### src/rtl/demux16x8_wb.sv
// rtl/demux16x8_wb.sv - LC-3b register-file write side with per-register busy scoreboard.
// Optional same-cycle write-through forwarding on q0..q7 when DEMUX16X8_WB_BYPASS_EN is defined.
module demux16x8_wb #(
  parameter int unsigned            WIDTH     = 16,
  parameter logic [WIDTH-1:0]       RESET_VAL = 16'h0000
) (
  input  logic             clk,
  input  logic             reset,
  input  logic             wr_en,
  input  logic [2:0]       wr_sel,
  input  logic [WIDTH-1:0] wr_data,
  input  logic             wr_byte,
  input  logic             set_busy,
  input  logic [2:0]       set_sel,
  output logic [WIDTH-1:0] q0,
  output logic [WIDTH-1:0] q1,
  output logic [WIDTH-1:0] q2,
  output logic [WIDTH-1:0] q3,
  output logic [WIDTH-1:0] q4,
  output logic [WIDTH-1:0] q5,
  output logic [WIDTH-1:0] q6,
  output logic [WIDTH-1:0] q7,
  output logic [7:0]       busy,
  output logic             wr_err
);

  logic [WIDTH-1:0] regs_q [8];
  logic [WIDTH-1:0] regs_d [8];
  logic [WIDTH-1:0] rd     [8];
  logic [7:0]       busy_q, busy_d;
  logic             wr_err_q, wr_err_d;
  logic [WIDTH-1:0] wr_val;

  // LDB-style byte writes sign-extend bit 7 across the upper bits.
  assign wr_val = wr_byte ? {{(WIDTH-8){wr_data[7]}}, wr_data[7:0]} : wr_data;

  always_comb begin
    regs_d   = regs_q;
    busy_d   = busy_q;
    wr_err_d = 1'b0;
    if (wr_en) begin
      regs_d[wr_sel] = wr_val;
      busy_d[wr_sel] = 1'b0;
      wr_err_d       = ~busy_q[wr_sel];
    end
    // Issue wins over retire so a new producer on the same register stays pending.
    if (set_busy) begin
      busy_d[set_sel] = 1'b1;
    end
  end

  always_ff @(posedge clk or posedge reset) begin
    if (reset) begin
      for (int i = 0; i < 8; i++) begin
        regs_q[i] <= RESET_VAL;
      end
      busy_q   <= 8'h00;
      wr_err_q <= 1'b0;
    end else begin
      regs_q   <= regs_d;
      busy_q   <= busy_d;
      wr_err_q <= wr_err_d;
    end
  end

  always_comb begin
    for (int i = 0; i < 8; i++) begin
`ifdef DEMUX16X8_WB_BYPASS_EN
      rd[i] = (wr_en && (wr_sel == 3'(i))) ? wr_val : regs_q[i];
`else
      rd[i] = regs_q[i];
`endif
    end
  end

  assign q0     = rd[0];
  assign q1     = rd[1];
  assign q2     = rd[2];
  assign q3     = rd[3];
  assign q4     = rd[4];
  assign q5     = rd[5];
  assign q6     = rd[6];
  assign q7     = rd[7];
  assign busy   = busy_q;
  assign wr_err = wr_err_q;

endmodule

### config.mk
export PLATFORM = sky130hd
export DESIGN_NAME = demux16x8_wb
export DESIGN_NICKNAME = d
export VERILOG_FILES = /design/src/rtl/demux16x8_wb.sv
export SDC_FILE = /design/constraint.sdc
export NUM_CORES = 1
export LEC_CHECK = 0
export ABC_AREA = 1
export CAP_MARGIN = 20
export CORE_MARGIN = 10
export CORE_UTILIZATION = 32
export CTS_BUF_LIST = sky130_fd_sc_hd__clkbuf_4 sky130_fd_sc_hd__clkbuf_8
export DETAILED_ROUTE_END_ITERATION = 8
export GPL_TIMING_DRIVEN = 0
export HOLD_SLACK_MARGIN = 0.08
export SLEW_MARGIN = 20
export SYNTH_ARGS = -nofsm -noshare
export SYNTH_HDL_FRONTEND = slang
export SYNTH_SLANG_ARGS = --single-unit
### constraint.sdc
create_clock -name clk -period 5.6 [get_ports clk]
set_input_delay 1.4 -clock clk [delete_from_list [all_inputs] [get_ports clk]]
set_output_delay 1.4 -clock clk [all_outputs]
set_load 0.005 [all_outputs]
==> results of run 1 <==
==> logic make-up (layout without fill, tap and decap cells) <==
logic type / after synthesis / after routing / share of synthesized area
buf+inv: 58 / 253 / 0.0567
flops: 137 / 137 / 0.632
simple gates: 286 / 286 / 0.217
compound gates: 88 / 88 / 0.0939
==> final timing paths <==
check | from | end | slack (ns)
min in group asynchronous | reset | q3[4]$_DFFE_PP0P_ | 1.38
worst min-delay path | q4[8]$_DFFE_PP0P_ | q4[8]$_DFFE_PP0P_ | 0.47
max in group asynchronous | reset | q1[10]$_DFFE_PP0P_ | 3.51
worst max register to register | busy[7]$_DFF_PP0_ | wr_err$_DFF_PP0_ | 4.70
worst max-delay path | q6[10]$_DFFE_PP0P_ | q6[10] | 2.82
worst min register to register | q4[8]$_DFFE_PP0P_ | q4[8]$_DFFE_PP0P_ | 0.47
==> sequential cells by signal, summed over array words and instances (netlist names) <==
name	cells
q0	16
q2	16
q3	16
q4	16
q7	16
q1	16
busy	8
wr_err	1
q5	16
q6	16
==> power groups by stage <==
stage	registers, uW	logic [uW]	clock network, uW
final	1300	722	724
after global routing	1320	800	796
after CTS	1300	742	749
after detailed placement	1310	738	0
after global placement	1310	723	0
after floorplan	1310	218	0
==> synth_stat cells, drive strengths merged <==
| cell | number |
|---|---|
| o22ai | 7 |
| clkinv | 2 |
| nand3b | 1 |
| clkbuf | 3 |
| nand3 | 7 |
| a21oi | 8 |
| buf | 16 |
| nor2 | 20 |
| inv | 37 |
| dfrtp | 137 |
| o21ai | 73 |
| nand2 | 258 |
==> layout make-up <==
| class | count | share of cell area |
|---|---|---|
| timing repair buffer | 163 | 0.214 |
| tap | 220 | 0.0357 |
| multi-input combinational | 374 | 0.219 |
| sequential | 137 | 0.445 |
| inverter | 39 | 0.0200 |
| buffer | 19 | 0.0209 |
| clock buffer | 20 | 0.0333 |
| clock inverter | 12 | 0.0125 |
==> per-stage QoR <==
step	total power [uW]	std cells
CTS	2790	984
global placement	2030	951
global route	2920	984
floorplan	1530	569
finish	2740	984
detailed placement	2050	952
==> layer usage <==
metal / GRT usage / vias up / wire length, um
met5: 0 / - / 0
met4: 0.0457 / 0 / 180
met3: 0.0627 / 16 / 1430
met2: 0.248 / 128 / 8050
met1: 0.184 / 2113 / 7430
li1: - / 2154 / -
==> impl_metrics.csv, run 1 <==
group,metric,value,unit
outcome,status,"completed",
clocking,clk_latency,0.44,ns
worst_hold_path,hold_depth,2,
worst_setup_path,cp_slowest_cell,"clkdlybuf4s50_1",
power_and_ir_drop,share_comb_of_total_power,0.263,
synthesis,synth-seq-cells,137,
worst_setup_path,arrival,1.38,ns
route,drcViolationCount,0,
final_layout,nNetsFinal,778,
final_layout,finalCoreUtilization,0.465,
synthesis,ys_seq_area_frac,0.632,
power_and_ir_drop,switching_share,0.297,
timing,hold_viol,0,
worst_setup_path,r2r_cells,5,
clocking,path_clk_slew,0.08,ns
floorplanning,die_area,0.0226,sq mm
worst_setup_path,path_depth,1,
timing,setup_ws,2.82,ns
global_routing,grt_pass1_vias,4689,
final_layout,area_delta_synth_final,42.1,%
power_and_ir_drop,peakVddDrop,0.000173,V
power_and_ir_drop,p_sw,813,uW
synthesis,synth_top_area_cell,"dfrtp_1",
worst_hold_path,holdCritPathClass,"register to register",
flow_run,drv_cap,0,
power_and_ir_drop,intPower,1930,uW
route,drt_iter0_markers,295,
synthesis,syn_inst,569,
synthesis,syn_area_per_cell,9.53,sq um
timing,finalCriticalPeriod,2.78,ns
worst_setup_path,critPathTopFamily,"buffers and inverters",
global_routing,grt_max_degree,81,
timing,worst_pin_slew,1.17,ns
timing,slew_headroom,0.217,
final_layout,regArea,0.00343,sq mm
route,detail_route.first_pass.iterations,4,
worst_setup_path,path_cells,"clkdlybuf4s50_1",
global_routing,grt_pass1_wl,26.5,mm
power_and_ir_drop,p_clk_frac,0.264,
route,post_drt_wl_per_cell,17.4,um
final_layout,final_cell_area,0.00771,sq mm
final_layout,layout-drive-gt1-share,0.114,
route,vias,4411,
worst_setup_path,cp-start-kind,"register",
timing,max_freq,360,MHz
worst_setup_path,cp.required,4.20,ns
timing,holdWs,0.473,ns
floorplanning,core,0.0166,sq mm
clocking,post_cts.repair.setup_buffers,0,
worst_setup_path,critPathBufInv,1,
floorplanning,die_x,150,um
final_layout,layout_common_cells,"nand2_1 (253), clkdlybuf4s50_1 (162), dfrtp_1 (137), o21ai_0 (32), inv_1 (29)",
worst_setup_path,worst_setup_path_end_kind,"output port",
place,hpwl,12.8,mm
clocking,cts_hold_buf,0,
floorplanning,initial_core_util,0.327,
clocking,cts_tree,"yes",
worst_setup_path,max_stage_delay,0.57,ns
clocking,clock_sinks,137,
synthesis,synth_top_cell_area_share,0.632,
synthesis,yosys-top-cells-area,"dfrtp_1 (63%), nand2_1 (18%), o21ai_0 (3.0%), o21ai_2 (2.6%), o21ai_1 (2.3%)",
clocking,post_cts_resized,0,
clocking,htreeDepth,4,
power_and_ir_drop,seqPwrFrac,0.473,
worst_setup_path,crit_type,"register to output port",
final_layout,multi_input_area,0.00169,sq mm
synthesis,netlist_area,0.00543,sq mm
timing,rsz0062_at_grt,"false",
clocking,numCtsBuffers,17,
synthesis,synth_warnings,0,
place,place_ws,2.45,ns
final_layout,diodes,0,
timing,setup_violations,0,
final_layout,layout_commonest_cell,"nand2_1",
floorplanning,rows,47,
global_routing,grt_use_total,0.153,
route,totalWireLength,17.1,mm
clocking,cts_buffer_depth,2,
route,vias_per_cell,4.48,
place,place.gp.congestion,0.810,
floorplanning,num_io_pins,164,
timing,drv_slew,0,
timing,finalSetupTns,0,ns
global_routing,grt_overflow,0,
timing,fin_skew,0.00833,ns
floorplanning,die_h,150,um
final_layout,fill_cells,1612,
timing,fin_crit_sh,0.496,
place,placed_area,0.00736,sq mm
worst_setup_path,cp_max_fo,2,
power_and_ir_drop,powerDensity,356,mW/mm^2
synthesis,syn_nets,596,
global_routing,antenna_found_initial,0,
route,final_antenna_net_count,0,
place,port_buffers,162,
synthesis,yosys.cell_types.count,22,
clocking,root_buffer,"clkbuf_8",
power_and_ir_drop,power_leakage,0.00373,uW
Note: power is estimated with default switching activity, not from simulation.
==> run 2: changes to the inputs <==
==> constraint.sdc (replaced) <==
create_clock -name clk -period 2.4 [get_ports clk]
set_input_delay 0.6 -clock clk [delete_from_list [all_inputs] [get_ports clk]]
set_output_delay 0.6 -clock clk [all_outputs]
set_load 0.005 [all_outputs]
==> run 2 against run 1 <==
Hold slack better by 0.00064 ns. Clock power rose to 3.0 times the previous value. Wire length is 0.68% lower. Sequential power rose by 130%. Critical path depth did not move. Sequential cell count unchanged. Highest routed layer unchanged.
==> impl_metrics.csv, run 2 (synthesis results as in run 1) <==
group,metric,value,unit
route,met3_wirelength,1.37,mm
floorplanning,core,0.0166,sq mm
power_and_ir_drop,powerDensity,875,mW/mm^2
final_layout,layout-drive-gt1-share,0.117,
timing,setup_ws,0.446,ns
worst_setup_path,arrival,1.35,ns
final_layout,fill_cells,1563,
final_layout,layout_common_cells,"nand2_1 (253), clkdlybuf4s50_1 (162), dfrtp_1 (137), o21ai_0 (32), inv_1 (29)",
floorplanning,initial_core_util,0.327,
floorplanning,rows,47,
power_and_ir_drop,peakVddDrop,0.000398,V
timing,max_freq,512,MHz
final_layout,diodes,0,
outcome,status,"completed",
final_layout,area_delta_synth_final,45.0,%
clocking,clock_sinks,137,
timing,worst_pin_slew,1.09,ns
worst_setup_path,critPathTopFamily,"buffers and inverters",
route,detail_route.first_pass.iterations,4,
worst_setup_path,cp-start-kind,"register",
power_and_ir_drop,switching_share,0.275,
worst_hold_path,holdCritPathClass,"register to register",
power_and_ir_drop,power_leakage,0.00381,uW
power_and_ir_drop,seqPwrFrac,0.439,
route,route.layer.met1.wl,7.66,mm
timing,hold_viol,0,
route,vias_per_cell,4.49,
global_routing,grt_overflow,0,
power_and_ir_drop,share_comb_of_total_power,0.245,
clocking,htreeDepth,4,
power_and_ir_drop,p_clk_frac,0.315,
clocking,clk_latency,0.44,ns
power_and_ir_drop,p_sw,1890,uW
floorplanning,die_area,0.0226,sq mm
route,drt_iter0_markers,301,
global_routing,grt_use_total,0.150,
clocking,post_cts_resized,0,
timing,holdWs,0.474,ns
route,totalWireLength,17.0,mm
power_and_ir_drop,intPower,4990,uW
route,drcViolationCount,0,
worst_setup_path,critPathBufInv,1,
worst_setup_path,cp_slowest_cell,"clkdlybuf4s50_1",
timing,finalCriticalPeriod,1.95,ns
final_layout,nNetsFinal,781,
timing,fin_crit_sh,0.814,
final_layout,finalCoreUtilization,0.474,
place,hpwl,12.9,mm
floorplanning,die_x,150,um
clocking,numCtsBuffers,17,
clocking,path_clk_slew,0.07,ns
place,port_buffers,162,
clocking,cts_buffer_depth,2,
worst_setup_path,path_cells,"clkdlybuf4s50_1",
place,placed_area,0.00741,sq mm
global_routing,antenna_found_initial,0,
worst_setup_path,cp_max_fo,3,
clocking,post_cts.repair.setup_buffers,0,
timing,fin_skew,0.0105,ns
route,vias,4427,
timing,setup_violations,0,
worst_setup_path,cp.required,1.80,ns
route,post_drt_wl_per_cell,17.2,um
worst_setup_path,crit_type,"register to output port",
final_layout,layout_commonest_cell,"nand2_1",
floorplanning,die_h,150,um
global_routing,grt_max_degree,36,
global_routing,grt_pass1_wl,25.9,mm
timing,slew_headroom,0.267,
worst_setup_path,reg2reg_slack,1.54,ns
clocking,cts_tree,"yes",
worst_setup_path,worst_setup_path_end_kind,"output port",
timing,drv_slew,0,
clocking,cts_hold_buf,0,
clocking,root_buffer,"clkbuf_8",
route,routed.top_layer,"met4",
place,place.gp.congestion,0.810,
floorplanning,num_io_pins,164,
global_routing,grt_pass1_vias,4581,
route,final_antenna_net_count,0,
route,wl_met2,7.76,mm
place,place_ws,0.0744,ns
timing,rsz0062_at_grt,"false",
worst_setup_path,max_stage_delay,0.54,ns
flow_run,drv_cap,0,
final_layout,final_cell_area,0.00787,sq mm
-- run 2: cell types whose count changed in the layout (fill, tap and decap cells not counted), moves of 2 or more --
cell | previous run | this run
clkbuf_4 | 3 | 0
buf_12 | 0 | 4
bufinv_16 | 0 | 5
clkinvlp_4 | 4 | 2
clkinv_2 | 1 | 3
-- run 2: cell type report --
type	count	area [sq um]	share of cell area
repair buffers	166	1700	0.216
inverters	39	150	0.0191
flip-flops and latches	137	3430	0.436
clock inverters	15	225	0.0286
clock buffers	17	234	0.0297
multi-input cells	374	1690	0.215
plain buffers	19	161	0.0205
well taps	220	275	0.0350
-- run 2: final timing paths --
kind,from,end,cells past startpoint
worst max-delay path,busy[1]$_DFF_PP0_,busy[1],1
worst min-delay path,q4[13]$_DFFE_PP0P_,q4[13]$_DFFE_PP0P_,2
worst max register to register,busy[3]$_DFF_PP0_,wr_err$_DFF_PP0_,5
worst min register to register,q4[13]$_DFFE_PP0P_,q4[13]$_DFFE_PP0P_,2
max in group asynchronous,reset,q6[0]$_DFFE_PP0P_,4
min in group asynchronous,reset,q7[14]$_DFFE_PP0P_,2
-- run 2: stage by stage --
| stage | total power, uW | setup TNS (ns) | instances |
|---|---|---|---|
| final | 6880 | 0 | 987 |
| after global routing | 7280 | 0 | 987 |
| after global placement | 4740 | -142.87 | 951 |
| after CTS | 6990 | 0 | 987 |
| after floorplan | 3560 | 0 | 569 |
| after detailed placement | 4790 | 0 | 955 |
-- run 2: power by group through the flow --
stage | sequential (uW) | clock [uW] | combinational [uW]
finish | 3020 | 2170 | 1690
global route | 3080 | 2340 | 1860
CTS | 3030 | 2220 | 1740
detailed placement | 3070 | 0 | 1730
global placement | 3060 | 0 | 1680
floorplan | 3050 | 0 | 509
-- run 2: layer usage --
layer  track usage  vias up
li1              -     2162
met3        0.0540       15
met4        0.0471        0
met1         0.189     2098
met2         0.235      152
met5             0        -
